File: src/rtl/rv_pkg.sv
// Shared constants and state encoding for the RV32I multi-cycle control unit.
package rv_pkg;
   localparam logic [6:0] OP_R      = 7'b0110011;
   localparam logic [6:0] OP_BRANCH = 7'b1100011;

   localparam logic [3:0] ALU_AND  = 4'b0000;
   localparam logic [3:0] ALU_OR   = 4'b0001;
   localparam logic [3:0] ALU_ADD  = 4'b0010;
   localparam logic [3:0] ALU_XOR  = 4'b0100;
   localparam logic [3:0] ALU_SUB  = 4'b0110;
   localparam logic [3:0] ALU_SLT  = 4'b0111;
   localparam logic [3:0] ALU_SLL  = 4'b1000;
   localparam logic [3:0] ALU_SRL  = 4'b1001;
   localparam logic [3:0] ALU_SRA  = 4'b1010;
   localparam logic [3:0] ALU_SLTU = 4'b1011;

   typedef enum logic [2:0] {IDLE, DECODE, EXEC_R, WB, EXEC_B, TRAP} state_t;
endpackage

File: src/rtl/rv_ctrl_fsm_if.sv
// Instruction handshake plus the control/status wires to the register-file/ALU datapath.
interface rv_ctrl_fsm_if;
   logic        instr_valid;
   logic [31:0] instr;
   logic        instr_ready;
   logic        zero_flag;
   logic [4:0]  read_reg_num1;
   logic [4:0]  read_reg_num2;
   logic [4:0]  write_reg;
   logic [3:0]  alu_control;
   logic        regwrite;

   modport master (
      input  instr_valid, instr, zero_flag,
      output instr_ready, read_reg_num1, read_reg_num2, write_reg, alu_control, regwrite
   );
   modport slave (
      output instr_valid, instr, zero_flag,
      input  instr_ready, read_reg_num1, read_reg_num2, write_reg, alu_control, regwrite
   );
endinterface

File: src/rtl/rv_alu_dec.sv
// R-type funct7/funct3 to ALU code; flags any encoding outside the supported set.
module rv_alu_dec
   import rv_pkg::*;
(
   input  logic [6:0] funct7,
   input  logic [2:0] funct3,
   output logic [3:0] alu_control,
   output logic       illegal
);
   always_comb begin
      alu_control = ALU_ADD;
      illegal     = 1'b0;
      if (funct7 == 7'b0000000) begin
         case (funct3)
            3'b000:  alu_control = ALU_ADD;
            3'b001:  alu_control = ALU_SLL;
            3'b010:  alu_control = ALU_SLT;
            3'b011:  alu_control = ALU_SLTU;
            3'b100:  alu_control = ALU_XOR;
            3'b101:  alu_control = ALU_SRL;
            3'b110:  alu_control = ALU_OR;
            default: alu_control = ALU_AND;
         endcase
      end else if (funct7 == 7'b0100000) begin
         case (funct3)
            3'b000:  alu_control = ALU_SUB;
            3'b101:  alu_control = ALU_SRA;
            default: illegal = 1'b1;
         endcase
      end else begin
         illegal = 1'b1;
      end
   end
endmodule

File: src/rtl/rv_ctrl_fsm.sv
// Multi-cycle RV32I control unit: R-type and BEQ/BNE sequencing, PC and retired counter.
module rv_ctrl_fsm
   import rv_pkg::*;
#(
   parameter int              PC_W     = 32,
   parameter logic [PC_W-1:0] RESET_PC = '0,
   parameter int              CNT_W    = 16
) (
   input  logic               clock,
   input  logic               reset,
   rv_ctrl_fsm_if.master      bus,
   output logic [PC_W-1:0]    pc,
   output logic [CNT_W-1:0]   retired,
   output logic               trap
);
   state_t            state, state_nx;
   logic [31:0]       ir;
   logic [3:0]        alu_q, alu_nx, dec_alu;
   logic              dec_ill, taken;
   logic [6:0]        dec_f7;
   logic [2:0]        dec_f3;
   logic [12:0]       imm_b;
   logic [PC_W-1:0]   pc_step;

   // One decoder serves both the incoming word (to register alu_control at
   // the handshake) and the captured word (legality check in DECODE).
   assign dec_f7 = (state == IDLE) ? bus.instr[31:25] : ir[31:25];
   assign dec_f3 = (state == IDLE) ? bus.instr[14:12] : ir[14:12];

   rv_alu_dec u_dec (
      .funct7      (dec_f7),
      .funct3      (dec_f3),
      .alu_control (dec_alu),
      .illegal     (dec_ill)
   );

   always_comb begin
      state_nx = state;
      alu_nx   = ALU_AND;
      if (bus.instr[6:0] == OP_BRANCH)
         alu_nx = ALU_SUB;
      else if (bus.instr[6:0] == OP_R && !dec_ill)
         alu_nx = dec_alu;
      imm_b   = {ir[31], ir[7], ir[30:25], ir[11:8], 1'b0};
      taken   = ir[12] ? !bus.zero_flag : bus.zero_flag;
      pc_step = PC_W'(4);
      if (state == EXEC_B && taken)
         pc_step = PC_W'($signed(imm_b));
      case (state)
         IDLE:    if (bus.instr_valid) state_nx = DECODE;
         DECODE: begin
            if (ir[6:0] == OP_R && !dec_ill)
               state_nx = EXEC_R;
            else if (ir[6:0] == OP_BRANCH && ir[14:13] == 2'b00)
               state_nx = EXEC_B;
            else
               state_nx = TRAP;
         end
         EXEC_R:  state_nx = WB;
         WB:      state_nx = IDLE;
         EXEC_B:  state_nx = IDLE;
         default: state_nx = TRAP;
      endcase
   end

   always_ff @(posedge clock or negedge reset) begin
      if (!reset) begin
         state   <= IDLE;
         ir      <= '0;
         alu_q   <= ALU_AND;
         pc      <= RESET_PC;
         retired <= '0;
      end else begin
         state <= state_nx;
         if (state == IDLE && bus.instr_valid) begin
            ir    <= bus.instr;
            alu_q <= alu_nx;
         end
         // Both retiring states hand back to IDLE, where alu_control reads 0.
         if (state == WB || state == EXEC_B) begin
            pc      <= pc + pc_step;
            retired <= retired + CNT_W'(1);
            alu_q   <= ALU_AND;
         end
      end
   end

   assign bus.instr_ready   = (state == IDLE);
   assign bus.read_reg_num1 = ir[19:15];
   assign bus.read_reg_num2 = ir[24:20];
   assign bus.write_reg     = ir[11:7];
   assign bus.alu_control   = alu_q;
   assign bus.regwrite      = (state == WB) && (ir[11:7] != 5'd0);
   assign trap              = (state == TRAP);
endmodule

File: src/flat_wrapper.sv
// flat-port wrapper written by rule: the top's interface ports become plain ports
module rv_ctrl_fsm_flat import rv_pkg::*;
#(
   parameter int              PC_W     = 32,
   parameter logic [PC_W-1:0] RESET_PC = '0,
   parameter int              CNT_W    = 16
)
  (clock, reset, pc, retired, trap, bus_instr_valid, bus_instr, bus_zero_flag, bus_instr_ready, bus_read_reg_num1, bus_read_reg_num2, bus_write_reg, bus_alu_control, bus_regwrite);
  rv_ctrl_fsm_if bus_i ();
  input  logic clock;
  input  logic reset;
  output logic [PC_W-1:0] pc;
  output logic [CNT_W-1:0] retired;
  output logic trap;
  input wire logic [$bits(bus_i.instr_valid)-1:0] bus_instr_valid;
  input wire logic [$bits(bus_i.instr)-1:0] bus_instr;
  input wire logic [$bits(bus_i.zero_flag)-1:0] bus_zero_flag;
  output wire logic [$bits(bus_i.instr_ready)-1:0] bus_instr_ready;
  output wire logic [$bits(bus_i.read_reg_num1)-1:0] bus_read_reg_num1;
  output wire logic [$bits(bus_i.read_reg_num2)-1:0] bus_read_reg_num2;
  output wire logic [$bits(bus_i.write_reg)-1:0] bus_write_reg;
  output wire logic [$bits(bus_i.alu_control)-1:0] bus_alu_control;
  output wire logic [$bits(bus_i.regwrite)-1:0] bus_regwrite;
  assign bus_i.instr_valid = bus_instr_valid;
  assign bus_i.instr = bus_instr;
  assign bus_i.zero_flag = bus_zero_flag;
  assign bus_instr_ready = bus_i.instr_ready;
  assign bus_read_reg_num1 = bus_i.read_reg_num1;
  assign bus_read_reg_num2 = bus_i.read_reg_num2;
  assign bus_write_reg = bus_i.write_reg;
  assign bus_alu_control = bus_i.alu_control;
  assign bus_regwrite = bus_i.regwrite;
  rv_ctrl_fsm #(.PC_W(PC_W), .RESET_PC(RESET_PC), .CNT_W(CNT_W)) u_core (.clock(clock), .reset(reset), .bus(bus_i), .pc(pc), .retired(retired), .trap(trap));
endmodule
File: config.mk
export PLATFORM = sky130hd
export DESIGN_NAME = rv_ctrl_fsm_flat
export DESIGN_NICKNAME = d
export VERILOG_FILES = /design/src/rtl/rv_pkg.sv /design/src/rtl/rv_ctrl_fsm_if.sv /design/src/rtl/rv_alu_dec.sv /design/src/rtl/rv_ctrl_fsm.sv /design/src/flat_wrapper.sv
export SDC_FILE = /design/constraint.sdc
export NUM_CORES = 1
export LEC_CHECK = 0
export ABC_CLOCK_PERIOD_IN_PS = 8400
export BUFFER_PORTS_ARGS = -buffer_cell sky130_fd_sc_hd__buf_2
export CAP_MARGIN = 10
export CORE_MARGIN = 2
export CORE_UTILIZATION = 31
export CTS_CLUSTER_SIZE = 14
export DETAILED_ROUTE_END_ITERATION = 12
export SYNTH_ARGS = -nofsm -noshare
export SYNTH_HDL_FRONTEND = slang
export SYNTH_SLANG_ARGS = --single-unit
File: constraint.sdc
create_clock -name clock -period 8.4 [get_ports clock]
set_clock_uncertainty 0.15 [all_clocks]
set_input_delay 1.68 -clock clock [delete_from_list [all_inputs] [get_ports clock]]
set_output_delay 1.68 -clock clock [all_outputs]
set_load 0.005 [all_outputs]
**Yosys cells after proc, flatten, opt, wreduce, memory -nomap -nowiden**

Index checks and enable logic that the tools add are counted.

- Reduce and logical (&&, ||, !) cells: 17
- Add/subtract/negate cells: 2
- Multiplexer cells: 19
- Equality and inequality tests: 17

Operators with widths:

| cell | count |
|---|---|
| $add 32x32->32 | 1 |
| $mux 32 | 1 |
| $pmux 4 s7 | 1 |
| $mux 4 | 6 |
| $eq 7x6->1 const B | 3 |
| $add 16x1->16 const B | 1 |
| $eq 3x3->1 const B | 5 |
| $eq 7x7->1 const B | 2 |
| $eq 3x2->1 const B | 4 |
| $pmux 3 s4 | 1 |
| $mux 3 | 3 |
| $pmux 4 s2 | 1 |
| $logic_not 7->1 | 1 |
| $mux 7 | 1 |
| $eq 3x1->1 const B | 2 |
| $logic_and 1x1->1 | 6 |
| $logic_not 3->1 | 2 |
| $mux 1 | 5 |
| $reduce_bool 5->1 | 1 |
| $reduce_or 2->1 | 2 |
| $logic_not 1->1 | 2 |
| $logic_not 2->1 | 1 |
| $ne 2x2->1 const B | 1 |
| $reduce_bool 2->1 | 1 |
| $logic_or 1x1->1 | 1 |

- Flip-flop bits (word level): 87
- Word-level logic and storage cells: 60
- Input port bits: 36

**Depth between registers and ports, before layout**

- Depth after elaboration: 13
- Gate-level depth with buffers: 14
- Depth with buffers taken out: 12

**By module**

Synthesis repeated with hierarchy kept, for this count alone.

- Cell total of the unflattened synthesis: 498
- Area, all modules: 5,059.9 µm²

By module, submodules not included:

| module | times used | area each (µm²) | cells each |
|---|---|---|---|
| rv_ctrl_fsm | 1 | 4,931.0 | 478 |
| rv_alu_dec | 1 | 128.9 | 20 |

**Worst setup path after synthesis**

OpenSTA, ideal clock, no wires.

- Path kind: in2reg
- Start: input bus_zero_flag
- End: register u_core.pc[29]
- Cell stages on the path: 13
- Buffers on the path: 1
- Data arrival time: 4.275 ns
- Setup slack: 3.896 ns
- Data required time: 8.171 ns
- Setup time: 0.079 ns
- Cells stage by stage: xor2_1 > clkbuf_1 > and3_1 > ha_1 > inv_1 > fa_1 > nor2b_1 > o2111ai_1 > a31oi_1 > a21oi_1 > a221o_1 > mux2i_1 > xor2_1

- Longest elaborated chain between the ends: 5

RTL lines:

| item | RTL line | source |
|---|---|---|
| from (decl) | flat_wrapper.sv:17 | `input wire logic [$bits(bus_i.zero_flag)-1:0] bus_zero_flag;` |
| $logic_not 1->1 | rv_ctrl_fsm.sv:45 | `taken = ir[12] ? !bus.zero_flag : bus.zero_flag;` |
| $mux 1 (*) | rv_ctrl_fsm.sv:45 |  |
| $logic_and 1x1->1 (*) | rv_ctrl_fsm.sv:47 | `if (state == EXEC_B && taken)` |
| $mux 32 (*) | rv_ctrl_fsm.sv:47 |  |
| $add 32x32->32 (*) | rv_ctrl_fsm.sv:81 | `pc <= pc + pc_step;` |
| to (signal assigned) | rv_ctrl_fsm.sv:81 |  |
| to (decl) | rv_ctrl_fsm.sv:12 | `output logic [PC_W-1:0] pc,` |

Mark *: on every way between the ends. The rest lies on a longest branch, timed or not.
A chain may end at the register's enable or synchronous reset.

**Final worst setup path**

Same ends and word-level chain as after synthesis.

==> results_tabular.tex <==
\begin{tabular}{lr}
\hline
Metric & Value \\
\hline
\multicolumn{2}{l}{\textbf{Synthesis}} \\
\quad Number of flops mapped to enable cells by yosys & 0 \\
\quad Number of synthesis warnings & 0 \\
\quad Synthesized instance count & 583 \\
\quad Main flop type after synthesis & sky130\_fd\_sc\_hd\_\_dfrtp\_1 \\
\quad Number of nets produced by synthesis & 632 \\
\quad Post-synthesis compound-gate area fraction & 0.0954 \\
\quad Flip-flop and latch count after synthesis & 86 \\
\quad Synthesized area divided by synthesized cell count & 8.79 sq um \\
\quad Proportion of synthesized flip-flops having asynchronous set or reset & 1.00 \\
\quad Unique masters post-synth & 57 \\
\quad Largest family of logic cells by synthesized area & simple AND/OR/NAND/NOR gates \\
\quad Synth Area in XOR/XNOR & 0.0820 \\
\quad Combined area of all synthesized cells & 0.00513 sq mm \\
\quad Fraction of the mapped netlist area in simple logic gates & 0.271 \\
\quad Adder-cell share of the synthesized area & 0.0332 \\
\quad Post-synthesis sequential area ratio & 0.420 \\
\quad Multiplexer share of the synthesized area & 0.0412 \\
\multicolumn{2}{l}{\textbf{Clocking}} \\
\quad Post-CTS Setup Bufs & 0 \\
\quad Buffers from clock root to sink, at most & 2 \\
\quad Number of buffers inserted during clock tree synthesis & 9 \\
\quad Clk\_lat worst skew & 0.34 ns \\
\quad Clock Pin Slew Worst Setup and Hold Paths & 0.06 ns \\
\quad Clock H-tree levels & 3 \\
\quad \# resized after CTS & 0 \\
\quad Number of clock sinks & 86 \\
\quad Cts-stage hold buffer count & 0 \\
\quad Clock root cell & sky130\_fd\_sc\_hd\_\_clkbuf\_16 \\
\quad Clock tree from TritonCTS & yes \\
\multicolumn{2}{l}{\textbf{Setup path}} \\
\quad Launch point of the critical path & bus\_zero\_flag \\
\quad Critical path data required time & 8.52 ns \\
\quad Largest stage delay, worst path & 0.60 ns \\
\quad Reg2Reg Setup Slack & 4.46 ns \\
\quad Launching element type of the critical path & input port \\
\quad Most frequent cell on the critical path & sky130\_fd\_sc\_hd\_\_xor2\_1 \\
\quad CP Capture Point & u\_core.pc[29]\$\_DFFE\_PN0N\_ \\
\quad Buffer and inverter count on the worst path & 2 \\
\quad Crit-path slowest cell & sky130\_fd\_sc\_hd\_\_xor2\_1 \\
\quad Worst R2R Path Depth & 12 \\
\quad Critical Setup Path Class & in -> reg \\
\quad Crit path capture type & register \\
\quad Crit Reg-Reg Startpoint & u\_core.state[2]\$\_DFFE\_PN0P\_ \\
\quad Critical path depth in cells & 13 \\
\quad Crit-path leading delay family & compound AO/OA/AOI/OAI gates \\
\quad Max FO, Critical Path & 13 \\
\quad Cell breakdown of the critical path & buf\_2 -> xor2\_1 -> and3\_1 -> ha\_1 -> inv\_1 -> fa\_1 -> nor2b\_1 -> o2111ai\_1 -> a31oi\_1 -> a21oi\_1 -> a221o\_1 -> mux2i\_1 -> xor2\_1 \\
\quad Endpoint of the worst-slack reg-to-reg timing path & u\_core.pc[29]\$\_DFFE\_PN0N\_ \\
\quad Data arrival time of the critical path & 5.02 ns \\
\multicolumn{2}{l}{\textbf{Place}} \\
\quad Port Buffer Count & 104 \\
\quad Worst slack at placement & 3.14 ns \\
\quad Detailed placement HPWL & 9350 microns \\
\quad Routability congestion estimate & 0.826 \\
\multicolumn{2}{l}{\textbf{Detailed routing}} \\
\quad Detailed Routing Iterations Pass 1 & 5 \\
\quad Wire per inst & 14.5 microns \\
\quad Vias & 4275 \\
\quad Number of vias per cell & 4.86 \\
\quad Aggregate routed wire length & 12800 microns \\
\quad DRC errors left & 0 \\
\quad Iteration-0 DRC Markers & 269 \\
\quad Post-route antenna net violation count & 0 \\
\multicolumn{2}{l}{\textbf{Floorplanning}} \\
\quad \# rows & 47 \\
\quad Total core area & 0.0163 sq mm \\
\quad Die Footprint & 0.0176 sq mm \\
\quad Vert. Die Dim & 133 microns \\
\quad Starting density of the core & 0.314 \\
\quad I/O pin count & 106 \\
\quad Die X-Extent & 133 microns \\
\multicolumn{2}{l}{\textbf{Global routing}} \\
\quad Number of global-route vias before repair & 4096 \\
\quad Grt peak-use layer & met2 \\
\quad Wire length of the first global-routing pass & 21300 microns \\
\quad Grt met3 use & 0.0487 \\
\quad GR Util met1 & 0.205 \\
\quad Total GRT Usage & 0.151 \\
\quad Global route overflow & 0 \\
\quad Pin count of the biggest net entering global routing & 50 \\
\quad Number of antenna violations at the first check in global routing & 0 \\
\quad Global routing usage on met2 & 0.233 \\
\multicolumn{2}{l}{\textbf{Power and ir drop}} \\
\quad Maximum vdd drop & 0.127 mV \\
\quad Power per unit of standard cell area & 248 mW/mm\^{}2 \\
\quad Leakage & 0.00295 uW \\
\multicolumn{2}{l}{\textbf{Final layout}} \\
\quad Final Net Count & 703 \\
\quad Commonest non-fill, non-tap cell in the layout & sky130\_fd\_sc\_hd\_\_nand2\_1 \\
\quad Fillers & 1711 \\
\quad Most frequent cells in the layout & 139 x sky130\_fd\_sc\_hd\_\_nand2\_1, 103 x sky130\_fd\_sc\_hd\_\_buf\_2, 86 x sky130\_fd\_sc\_hd\_\_dfrtp\_1, 35 x sky130\_fd\_sc\_hd\_\_xnor2\_1, 29 x sky130\_fd\_sc\_hd\_\_nor2\_1 \\
\quad Number of diodes added for antenna fixing & 0 \\
\quad Layout Area Growth over Synthesis & 17.9\% \\
\quad Final core utilization & 0.370 \\
\quad Share of cells above drive strength 1 & 0.205 \\
\multicolumn{2}{l}{\textbf{Status}} \\
\quad Status & completed \\
\multicolumn{2}{l}{\textbf{STA}} \\
\quad Fmax & 0.204 GHz \\
\quad Worst Max-Slew Pin Slew & 0.909 ns \\
\quad Aggregate negative setup slack & 0 ns \\
\quad Unrepaired setup endpoints after global routing & no \\
\quad Period utilization & 0.583 \\
\quad Final number of max-transition violations & 0 \\
\quad Smallest setup slack after layout & 3.50 ns \\
\quad Final setup fails & 0 \\
\quad Endpoints failing hold & 0 \\
\quad Minimum clock period after layout & 4.90 ns \\
\quad Worst slew slack as a fraction of its limit & 0.392 \\
\multicolumn{2}{l}{\textbf{Run}} \\
\quad Number of max-capacitance violations reported & 0 \\
\multicolumn{2}{l}{\textbf{Hold path}} \\
\quad Path type of the worst min-delay path & reg -> reg \\
\hline
\end{tabular}
-- cell usage after synthesis, types with 3 or more instances --
| library cell | count | area (sq um) |
|---|---|---|
| sky130_fd_sc_hd__or3_1 | 5 | 31.3 |
| sky130_fd_sc_hd__nand3b_1 | 3 | 22.5 |
| sky130_fd_sc_hd__ha_1 | 12 | 150 |
| sky130_fd_sc_hd__nand4_1 | 12 | 75.1 |
| sky130_fd_sc_hd__buf_1 | 4 | 15.0 |
| sky130_fd_sc_hd__and3_1 | 20 | 125 |
| sky130_fd_sc_hd__a21o_1 | 6 | 45.0 |
| sky130_fd_sc_hd__nand3_1 | 18 | 90.1 |
| sky130_fd_sc_hd__nor4_1 | 9 | 56.3 |
| sky130_fd_sc_hd__nor4b_1 | 4 | 35.0 |
| sky130_fd_sc_hd__a31oi_1 | 7 | 43.8 |
| sky130_fd_sc_hd__buf_4 | 18 | 135 |
| sky130_fd_sc_hd__mux2i_1 | 20 | 200 |
| sky130_fd_sc_hd__o21ai_0 | 14 | 70.1 |
| sky130_fd_sc_hd__and2_1 | 7 | 43.8 |
| sky130_fd_sc_hd__nand2_1 | 139 | 522 |
| sky130_fd_sc_hd__nor2_1 | 29 | 109 |
| sky130_fd_sc_hd__clkbuf_1 | 20 | 75.1 |
| sky130_fd_sc_hd__a21oi_1 | 26 | 130 |
| sky130_fd_sc_hd__nand2b_1 | 5 | 31.3 |
| sky130_fd_sc_hd__xor2_1 | 13 | 114 |
| sky130_fd_sc_hd__or4_1 | 7 | 52.6 |
| sky130_fd_sc_hd__inv_1 | 7 | 26.3 |
| sky130_fd_sc_hd__xnor2_1 | 35 | 307 |
| sky130_fd_sc_hd__nor3_1 | 11 | 55.1 |
| sky130_fd_sc_hd__dfrtp_1 | 86 | 2150 |
| sky130_fd_sc_hd__buf_2 | 6 | 30.0 |
-- where the power goes --
| part | total, uW | internal (uW) | switching, uW |
|---|---|---|---|
| logic | 391 | 183 | 208 |
| registers | 642 | 511 | 131 |
| clock network | 463 | 292 | 171 |
-- metal layers --
layer / vias to the layer above / part of all wire / routed length, microns
li1: 2146 / - / -
met1: 1957 / 0.47 / 5990
met2: 158 / 0.44 / 5640
met3: 14 / 0.079 / 1010
met4: 0 / 0.011 / 143
met5: - / 0 / 0
-- area by class of cell --
class / count / area [sq um] / share of cell area
Multi-Input combinational cell: 441 / 2680 / 0.444
Clock buffer: 9 / 225 / 0.0373
Clock inverter: 7 / 121 / 0.0201
Tap cell: 220 / 275 / 0.0455
Timing Repair Buffer: 109 / 561 / 0.0928
Sequential cell: 86 / 2150 / 0.356
Inverter: 7 / 26.3 / 0.00435
-- flip-flops by register name, indices dropped and copies added (netlist names) --
signal / flops
u_core.state: 3
u_core.ir: 32
u_core.retired: 16
u_core.bus.alu_control: 4
u_core.pc: 31
-- cell families (layout without fill, tap and decap cells) --
| family | after synthesis | after routing |
|---|---|---|
| simple gates | 283 | 283 |
| flops | 86 | 86 |
| compound gates | 75 | 75 |
| buf+inv | 56 | 132 |
| xor+xnor | 48 | 48 |
| mux | 21 | 21 |
| fa+ha+maj | 13 | 13 |
| other cells | 1 | 1 |
-- worst min path at each step --
stage	end	start	depth (start not counted)	slack (ns)
3_3_place_gp	u_core.ir[21]$_DFFE_PN0P_	u_core.ir[21]$_DFFE_PN0P_	2	0.31
5_1_grt	u_core.ir[22]$_DFFE_PN0P_	u_core.ir[22]$_DFFE_PN0P_	2	0.34
6_report	u_core.retired[15]$_DFFE_PN0N_	u_core.retired[15]$_DFFE_PN0N_	1	0.32
2_1_floorplan	u_core.ir[0]$_DFFE_PN0P_	u_core.ir[0]$_DFFE_PN0P_	2	0.30
3_5_place_dp	u_core.ir[22]$_DFFE_PN0P_	u_core.ir[22]$_DFFE_PN0P_	2	0.31
4_1_cts	u_core.retired[15]$_DFFE_PN0N_	u_core.retired[15]$_DFFE_PN0N_	1	0.32
-- per-stage QoR --
step | cells | area, sq um | power [uW] | hold WS, ns
4_1_cts | 879 | 6040 | 1520 | 0.322
3_5_place_dp | 863 | 5700 | 1050 | 0.307
6_report | 879 | 6040 | 1500 | 0.321
3_3_place_gp | 863 | 5700 | 1040 | 0.307
5_1_grt | 879 | 6040 | 1610 | 0.343
2_1_floorplan | 583 | 5130 | 892 | 0.295
-- worst reg2reg max path, stage by stage (launching register included) --
cell                        delay (ns)
sky130_fd_sc_hd__dfrtp_1          0.51
sky130_fd_sc_hd__nor3b_2          0.60
sky130_fd_sc_hd__and3_1           0.25
sky130_fd_sc_hd__ha_1             0.16
sky130_fd_sc_hd__inv_1            0.05
sky130_fd_sc_hd__fa_1             0.39
sky130_fd_sc_hd__nor2b_1          0.16
sky130_fd_sc_hd__o2111ai_1        0.16
sky130_fd_sc_hd__a31oi_1          0.38
sky130_fd_sc_hd__a21oi_1          0.32
sky130_fd_sc_hd__a221o_1          0.41
sky130_fd_sc_hd__mux2i_1          0.18
sky130_fd_sc_hd__xor2_1           0.16
Note: power is estimated with default switching activity, not from simulation.
